**config.mk**
```make
export PLATFORM = sky130hd
export DESIGN_NAME = sequential_divider
export DESIGN_NICKNAME = d
export VERILOG_FILES = /design/src/rtl/div_pkg.sv /design/src/rtl/div_step.sv /design/src/rtl/sequential_divider.sv
export SDC_FILE = /design/constraint.sdc
export NUM_CORES = 1
export LEC_CHECK = 0
export CORE_AREA = 2 2 188 190
export CTS_CLUSTER_SIZE = 10
export DETAILED_ROUTE_END_ITERATION = 12
export DIE_AREA = 0 0 190 192
export DONT_BUFFER_PORTS = 1
export PLACE_DENSITY = 0.51
export SYNTH_ARGS = -nofsm -noshare
export SYNTH_HDL_FRONTEND = slang
export SYNTH_SLANG_ARGS = --single-unit
```
**constraint.sdc**
```tcl
create_clock -name clk -period 3.55 [get_ports clk]
set_input_delay 0.71 -clock clk [delete_from_list [all_inputs] [get_ports clk]]
set_output_delay 0.71 -clock clk [all_outputs]
set_load 0.1 [all_outputs]
```
**src/rtl/div_pkg.sv**
```systemverilog
// ----------------------------------------------------------------------------
// div_pkg
// Shared definitions for the sequential signed divider:
//   div_state_e  - FSM state encoding (IDLE -> CALC -> FIXUP -> DONE)
//   DEFAULT_WIDTH - default divisor/quotient/remainder width
//   LATENCY       - start edge to DONE cycle, in cycles (2*WIDTH+2)
//   ZERO_DIV_Q    - quotient reported for a zero divisor (all ones)
// ----------------------------------------------------------------------------
package div_pkg;

  typedef enum logic [1:0] {
    S_IDLE  = 2'd0,
    S_CALC  = 2'd1,
    S_FIXUP = 2'd2,
    S_DONE  = 2'd3
  } div_state_e;

  localparam int DEFAULT_WIDTH = 32;
  localparam int LATENCY       = 2 * DEFAULT_WIDTH + 2;

  // All-ones pattern; the top replicates bit 0 out to its own WIDTH.
  localparam logic [DEFAULT_WIDTH-1:0] ZERO_DIV_Q = '1;

endpackage

```
**src/rtl/div_step.sv**
```systemverilog
// ----------------------------------------------------------------------------
// div_step
// One combinational restoring-division step on unsigned magnitudes:
// shift the next dividend bit into the partial remainder, compare against
// the divisor, subtract when it fits and shift the new quotient bit in.
// Ports:
//   rem_in   [WIDTH:0]     partial remainder before the step
//   quo_in   [2*WIDTH-1:0] working quotient (unconsumed dividend bits on top)
//   divisor  [WIDTH-1:0]   divisor magnitude
//   rem_out  [WIDTH:0]     partial remainder after the step
//   quo_out  [2*WIDTH-1:0] working quotient after the step
// ----------------------------------------------------------------------------
module div_step
  import div_pkg::*;
#(
  parameter int WIDTH = DEFAULT_WIDTH
) (
  input  logic [WIDTH:0]     rem_in,
  input  logic [2*WIDTH-1:0] quo_in,
  input  logic [WIDTH-1:0]   divisor,
  output logic [WIDTH:0]     rem_out,
  output logic [2*WIDTH-1:0] quo_out
);

  logic [WIDTH+1:0] rem_shift;
  logic [WIDTH:0]   diff;
  logic             fits;

  always_comb begin
    rem_shift = {rem_in, quo_in[2*WIDTH-1]};
    fits      = (rem_shift >= {2'b00, divisor});
    // When the divisor fits, rem_shift < 2*divisor, so the difference
    // always lands in WIDTH+1 bits.
    diff      = rem_shift[WIDTH:0] - {1'b0, divisor};
    rem_out   = fits ? diff : rem_shift[WIDTH:0];
    quo_out   = {quo_in[2*WIDTH-2:0], fits};
  end

endmodule

```
**src/rtl/sequential_divider.sv**
```systemverilog
// ----------------------------------------------------------------------------
// sequential_divider
// Multi-cycle signed divider: 2*WIDTH-bit dividend by WIDTH-bit divisor.
// Quotient truncates toward zero, remainder takes the sign of the dividend.
// Optional overflow detection is built when SEQ_DIV_OVERFLOW_EN is defined;
// otherwise ovf is tied low and Q is the low WIDTH bits of the quotient.
// Ports:
//   clk      - clock, all state changes on the rising edge
//   rst      - synchronous active-high reset
//   en       - start request, sampled only in IDLE
//   A        - signed dividend, 2*WIDTH bits
//   B        - signed divisor, WIDTH bits
//   Q, R     - signed quotient / remainder
//   busy     - high in CALC and FIXUP
//   done     - one-cycle pulse when Q/R/div_zero/ovf are valid
//   div_zero - divisor was zero
//   ovf      - true quotient does not fit in signed WIDTH
//
// Handshake: a start is accepted on any rising edge where the FSM is IDLE,
// rst is low and en is high; A and B are captured on that edge only. done
// pulses for exactly one cycle, results hold until the next accepted start
// (which clears them), and en is ignored while busy or in DONE.
// ----------------------------------------------------------------------------
module sequential_divider
  import div_pkg::*;
#(
  parameter int WIDTH = DEFAULT_WIDTH
) (
  input  logic                 clk,
  input  logic                 rst,
  input  logic                 en,
  input  logic [2*WIDTH-1:0]   A,
  input  logic [WIDTH-1:0]     B,
  output logic [WIDTH-1:0]     Q,
  output logic [WIDTH-1:0]     R,
  output logic                 busy,
  output logic                 done,
  output logic                 div_zero,
  output logic                 ovf
);

  localparam int CNT_W = $clog2(2 * WIDTH);
  localparam logic [CNT_W-1:0] LAST_STEP = CNT_W'(2 * WIDTH - 1);

  div_state_e state, state_next;

  logic [2*WIDTH-1:0] quo;
  logic [WIDTH:0]     rem;
  logic [WIDTH-1:0]   mag_b;
  logic               neg_q;
  logic               neg_r;
  logic [CNT_W-1:0]   cnt;

  logic [2*WIDTH-1:0] abs_a;
  logic [WIDTH-1:0]   abs_b;
  logic               b_zero;
  logic               start;

  logic [2*WIDTH-1:0] step_quo;
  logic [WIDTH:0]     step_rem;

  logic [WIDTH-1:0]   q_fix;
  logic [WIDTH-1:0]   r_fix;

  // Magnitudes as unsigned values; the most-negative input negates to
  // itself, which is exactly its unsigned magnitude.
  always_comb begin
    abs_a  = A[2*WIDTH-1] ? -A : A;
    abs_b  = B[WIDTH-1] ? -B : B;
    b_zero = (B == '0);
    start  = (state == S_IDLE) && en;
  end

  div_step #(.WIDTH(WIDTH)) u_step (
    .rem_in  (rem),
    .quo_in  (quo),
    .divisor (mag_b),
    .rem_out (step_rem),
    .quo_out (step_quo)
  );

  // Sign correction of the final magnitudes.
  always_comb begin
    r_fix = neg_r ? -rem[WIDTH-1:0] : rem[WIDTH-1:0];
  end

`ifdef SEQ_DIV_OVERFLOW_EN
  logic [2*WIDTH-1:0] q_full;
  logic               ovf_next;
  logic               ovf_r;

  // The signed quotient fits in WIDTH bits only when its top WIDTH+1 bits
  // are all copies of the sign bit.
  always_comb begin
    q_full   = neg_q ? -quo : quo;
    q_fix    = q_full[WIDTH-1:0];
    ovf_next = ~(&q_full[2*WIDTH-1:WIDTH-1]) & (|q_full[2*WIDTH-1:WIDTH-1]);
  end

  always_ff @(posedge clk) begin
    if (rst) begin
      ovf_r <= 1'b0;
    end else if (start) begin
      ovf_r <= 1'b0;
    end else if (state == S_FIXUP) begin
      ovf_r <= ovf_next;
    end
  end

  assign ovf = ovf_r;
`else
  // Low WIDTH bits of the negation only depend on the low WIDTH bits.
  always_comb begin
    q_fix = neg_q ? -quo[WIDTH-1:0] : quo[WIDTH-1:0];
  end

  assign ovf = 1'b0;
`endif

  // FSM state register
  always_ff @(posedge clk) begin
    if (rst) begin
      state <= S_IDLE;
    end else begin
      state <= state_next;
    end
  end

  // FSM next state and status outputs
  always_comb begin
    state_next = state;
    busy       = 1'b0;
    done       = 1'b0;
    case (state)
      S_IDLE: begin
        if (en) begin
          // A zero divisor skips the iterations and reports on cycle 1.
          state_next = b_zero ? S_DONE : S_CALC;
        end
      end
      S_CALC: begin
        busy = 1'b1;
        if (cnt == LAST_STEP) begin
          state_next = S_FIXUP;
        end
      end
      S_FIXUP: begin
        busy       = 1'b1;
        state_next = S_DONE;
      end
      S_DONE: begin
        done       = 1'b1;
        state_next = S_IDLE;
      end
      default: begin
        state_next = S_IDLE;
      end
    endcase
  end

  // Datapath and result registers
  always_ff @(posedge clk) begin
    if (rst) begin
      quo      <= '0;
      rem      <= '0;
      mag_b    <= '0;
      neg_q    <= 1'b0;
      neg_r    <= 1'b0;
      cnt      <= '0;
      Q        <= '0;
      R        <= '0;
      div_zero <= 1'b0;
    end else begin
      case (state)
        S_IDLE: begin
          if (en) begin
            quo   <= abs_a;
            rem   <= '0;
            mag_b <= abs_b;
            neg_r <= A[2*WIDTH-1];
            neg_q <= A[2*WIDTH-1] ^ B[WIDTH-1];
            cnt   <= '0;
            if (b_zero) begin
              Q        <= {WIDTH{ZERO_DIV_Q[0]}};
              R        <= A[WIDTH-1:0];
              div_zero <= 1'b1;
            end else begin
              Q        <= '0;
              R        <= '0;
              div_zero <= 1'b0;
            end
          end
        end
        S_CALC: begin
          quo <= step_quo;
          rem <= step_rem;
          cnt <= cnt + CNT_W'(1);
        end
        S_FIXUP: begin
          Q <= q_fix;
          R <= r_fix;
        end
        default: begin
        end
      endcase
    end
  end

endmodule

```
==> impl_metrics.env <==
export IMPL_yosysWarnings=0
export IMPL_p_per_area_nw_per_um2=781
export IMPL_wirelength_mm=44.8
export IMPL_grt_pass1_vias=12197
export IMPL_synth_seq_cells=204
export IMPL_maxSlewViolCount=0
export IMPL_fp_dieW_um=190
export IMPL_synth_edf_count=0
export IMPL_worstPathMaxFanout=7
export IMPL_clk_pin_slew_ps=60
export IMPL_antenna_found_initial=0
export IMPL_layout_commonest_cell="dfxtp_1"
export IMPL_ant_nets=0
export IMPL_fin_setup_tns_ps=0
export IMPL_nFillCells=3537
export IMPL_ys_seq_area_frac=0.300
export IMPL_overflow=0
export IMPL_crit_type="flop to flop"
export IMPL_post_place_ws_ps=327
export IMPL_finalClockSkew_ps=9.47
export IMPL_grtUsageTotal=0.243
export IMPL_period_share=0.856
export IMPL_grt_max_degree=175
export IMPL_htree_levels=1
export IMPL_status="completed"
export IMPL_synthFlopType="dfxtp_1"
export IMPL_vias=12758
export IMPL_wl_per_cell_um=20.5
export IMPL_cts_resized=0
export IMPL_cts_buffers=27
export IMPL_hold_violations=0
export IMPL_drt_pass1_iter_count=6
export IMPL_cts_tree="built"
export IMPL_viasPerCell=5.85
export IMPL_worst_pin_slew_ps=1100
export IMPL_drv_cap=0
export IMPL_layout_drive_gt1_share=0.0788
export IMPL_ys_types=74
export IMPL_n_antenna_cell=0
export IMPL_clock_fmax_mhz=329
export IMPL_io_buffer_count=0
export IMPL_worstPathArrival_ps=3480
export IMPL_fin_nets=1848
export IMPL_ir_worst_vdd_mv=0.428
export IMPL_min_period_ps=3040
export IMPL_clk_latency_ps=560
export IMPL_ios=167
export IMPL_dpl_hpwl_mm=33.5
export IMPL_async_flop_share=0
export IMPL_synth_area_sq_um=13600
export IMPL_timing_hold_ws_ps=213
export IMPL_worst_setup_path_end_kind="flop"
export IMPL_worst_slack_ps=510
export IMPL_required_ps=3990
export IMPL_ctsHoldBuffers=0
export IMPL_core_sq_um=34300
export IMPL_fp_dieH_um=192
export IMPL_place_gp_congestion=0.936
export IMPL_synth_cells=1757
export IMPL_total_power_mw=11.7
export IMPL_grt_pass1_wl_mm=70.2
export IMPL_max_slew_margin=0.267
export IMPL_drtIter0Drc=895
export IMPL_route_detailed_drc=0
export IMPL_hp_class="input pin to flop"
export IMPL_synth_avg_cell_area_sq_um=7.74
export IMPL_areaGrowthSynthToFinish_pct=10.2
export IMPL_power_leakage_nw=5.58
export IMPL_cts_setup_buffers=0
export IMPL_initial_core_util=0.396
export IMPL_rows=68
export IMPL_cts_sinks=204
export IMPL_cp_start_kind="flop"
export IMPL_setup_viol=0
export IMPL_syn_nets=1898
export IMPL_final_cell_mix="dfxtp_1 (204), nand2_1 (178), nor2_1 (172)"
export IMPL_rsz0062_at_grt="false"
export IMPL_cts_root_buf="clkbuf_16"
export IMPL_clockBufferDepth=3
export IMPL_dieArea_sq_um=36500
==> Yosys cell counts (7+ instances only) <==
cell / number / area [sq um]
nand3_1: 33 / 165
o21ai_0: 130 / 651
or3_1: 25 / 156
a21oi_1: 104 / 521
o41ai_1: 17 / 149
nor2_1: 174 / 653
a21o_1: 23 / 173
or2_2: 8 / 50.1
a221oi_1: 43 / 377
nand2_1: 178 / 668
a222oi_1: 10 / 100
dfxtp_1: 204 / 4080
o31ai_1: 41 / 308
nor2b_1: 9 / 56.3
or4_1: 18 / 135
nor3_1: 68 / 340
a31oi_1: 14 / 87.6
ha_1: 41 / 513
nand2b_1: 15 / 93.8
o211ai_1: 15 / 113
and3_1: 9 / 56.3
xnor2_1: 87 / 762
clkbuf_1: 115 / 432
mux2i_1: 20 / 200
a211oi_1: 76 / 571
a32oi_1: 11 / 96.3
inv_1: 56 / 210
a311oi_1: 7 / 61.3
xor2_1: 91 / 797
nand4_1: 9 / 56.3
and2_1: 7 / 43.8
nor4_1: 14 / 87.6
==> final cells by class <==
class | count | area [sq um] | area share
multi-input cells | 1367 | 8820 | 0.589
flip-flops and latches | 204 | 4080 | 0.273
clock buffers | 43 | 796 | 0.0531
well taps | 455 | 569 | 0.0380
repair buffers | 51 | 408 | 0.0272
inverters | 56 | 210 | 0.0140
clock inverters | 5 | 90.1 | 0.00602
==> cell families after synthesis <==
family	Yosys count	share of synthesized area
AOI/OAI and AO/OA	532	0.263
xor gates and xnor gates	178	0.115
adders and majority gates	42	0.0392
buffers and inverters	186	0.0550
DFF	204	0.300
muxes	22	0.0164
other	1	0.000276
and+or+nand+nor	592	0.211
==> report_power, final <==
group | internal (mW) | leakage [nW] | total, mW | switching [mW]
Clock | 1.67 | 0.434 | 2.76 | 1.09
Combinational | 1.51 | 3.48 | 4.14 | 2.63
Sequential | 2.84 | 1.67 | 4.80 | 1.96
==> stage by stage <==
| step | util | instance area, sq um | instances |
|---|---|---|---|
| 3_5_place_dp | 0.411 | 14100 | 2133 |
| 6_report | 0.437 | 15000 | 2181 |
| 4_1_cts | 0.437 | 15000 | 2181 |
| 5_1_grt | 0.437 | 15000 | 2181 |
| 2_1_floorplan | - | 13600 | 1757 |
| 3_3_place_gp | 0.411 | 14100 | 2133 |
==> worst max-delay path, cell delays in order (launching register included) <==
cell and delay [ps]:
dfxtp_1 460, ha_1 340, a21oi_1 250, o21ai_0 250, a21oi_1 250, o21bai_1 120
a211oi_2 440, nand2_1 180, buf_4 220, a222oi_1 340, nor2_1 60
==> worst paths after layout <==
check	startpoint	cells past startpoint	slack, ps	end
max	rem[24]	10	510	quo[0]
min	rst	1	210	mag_b[10]
max reg2reg	rem[24]	10	510	quo[0]
min reg2reg	quo[33]	2	450	quo[33]
==> per-layer routing <==
layer | vias to the layer above | GRT usage | routed length [um]
li1 | 6275 | - | -
met1 | 6073 | 0.302 | 19200
met2 | 327 | 0.418 | 21300
met3 | 83 | 0.0459 | 2530
met4 | 0 | 0.0909 | 1780
met5 | - | 0 | 0
==> registers in the layout, indices dropped and copies added (netlist names), 2 cells and up <==
| name | count |
|---|---|
| quo | 64 |
| cnt | 6 |
| state | 2 |
| rem | 33 |
| mag_b | 32 |
| Q | 32 |
| R | 32 |
No activity file was read; power rests on OpenSTA's default activity.
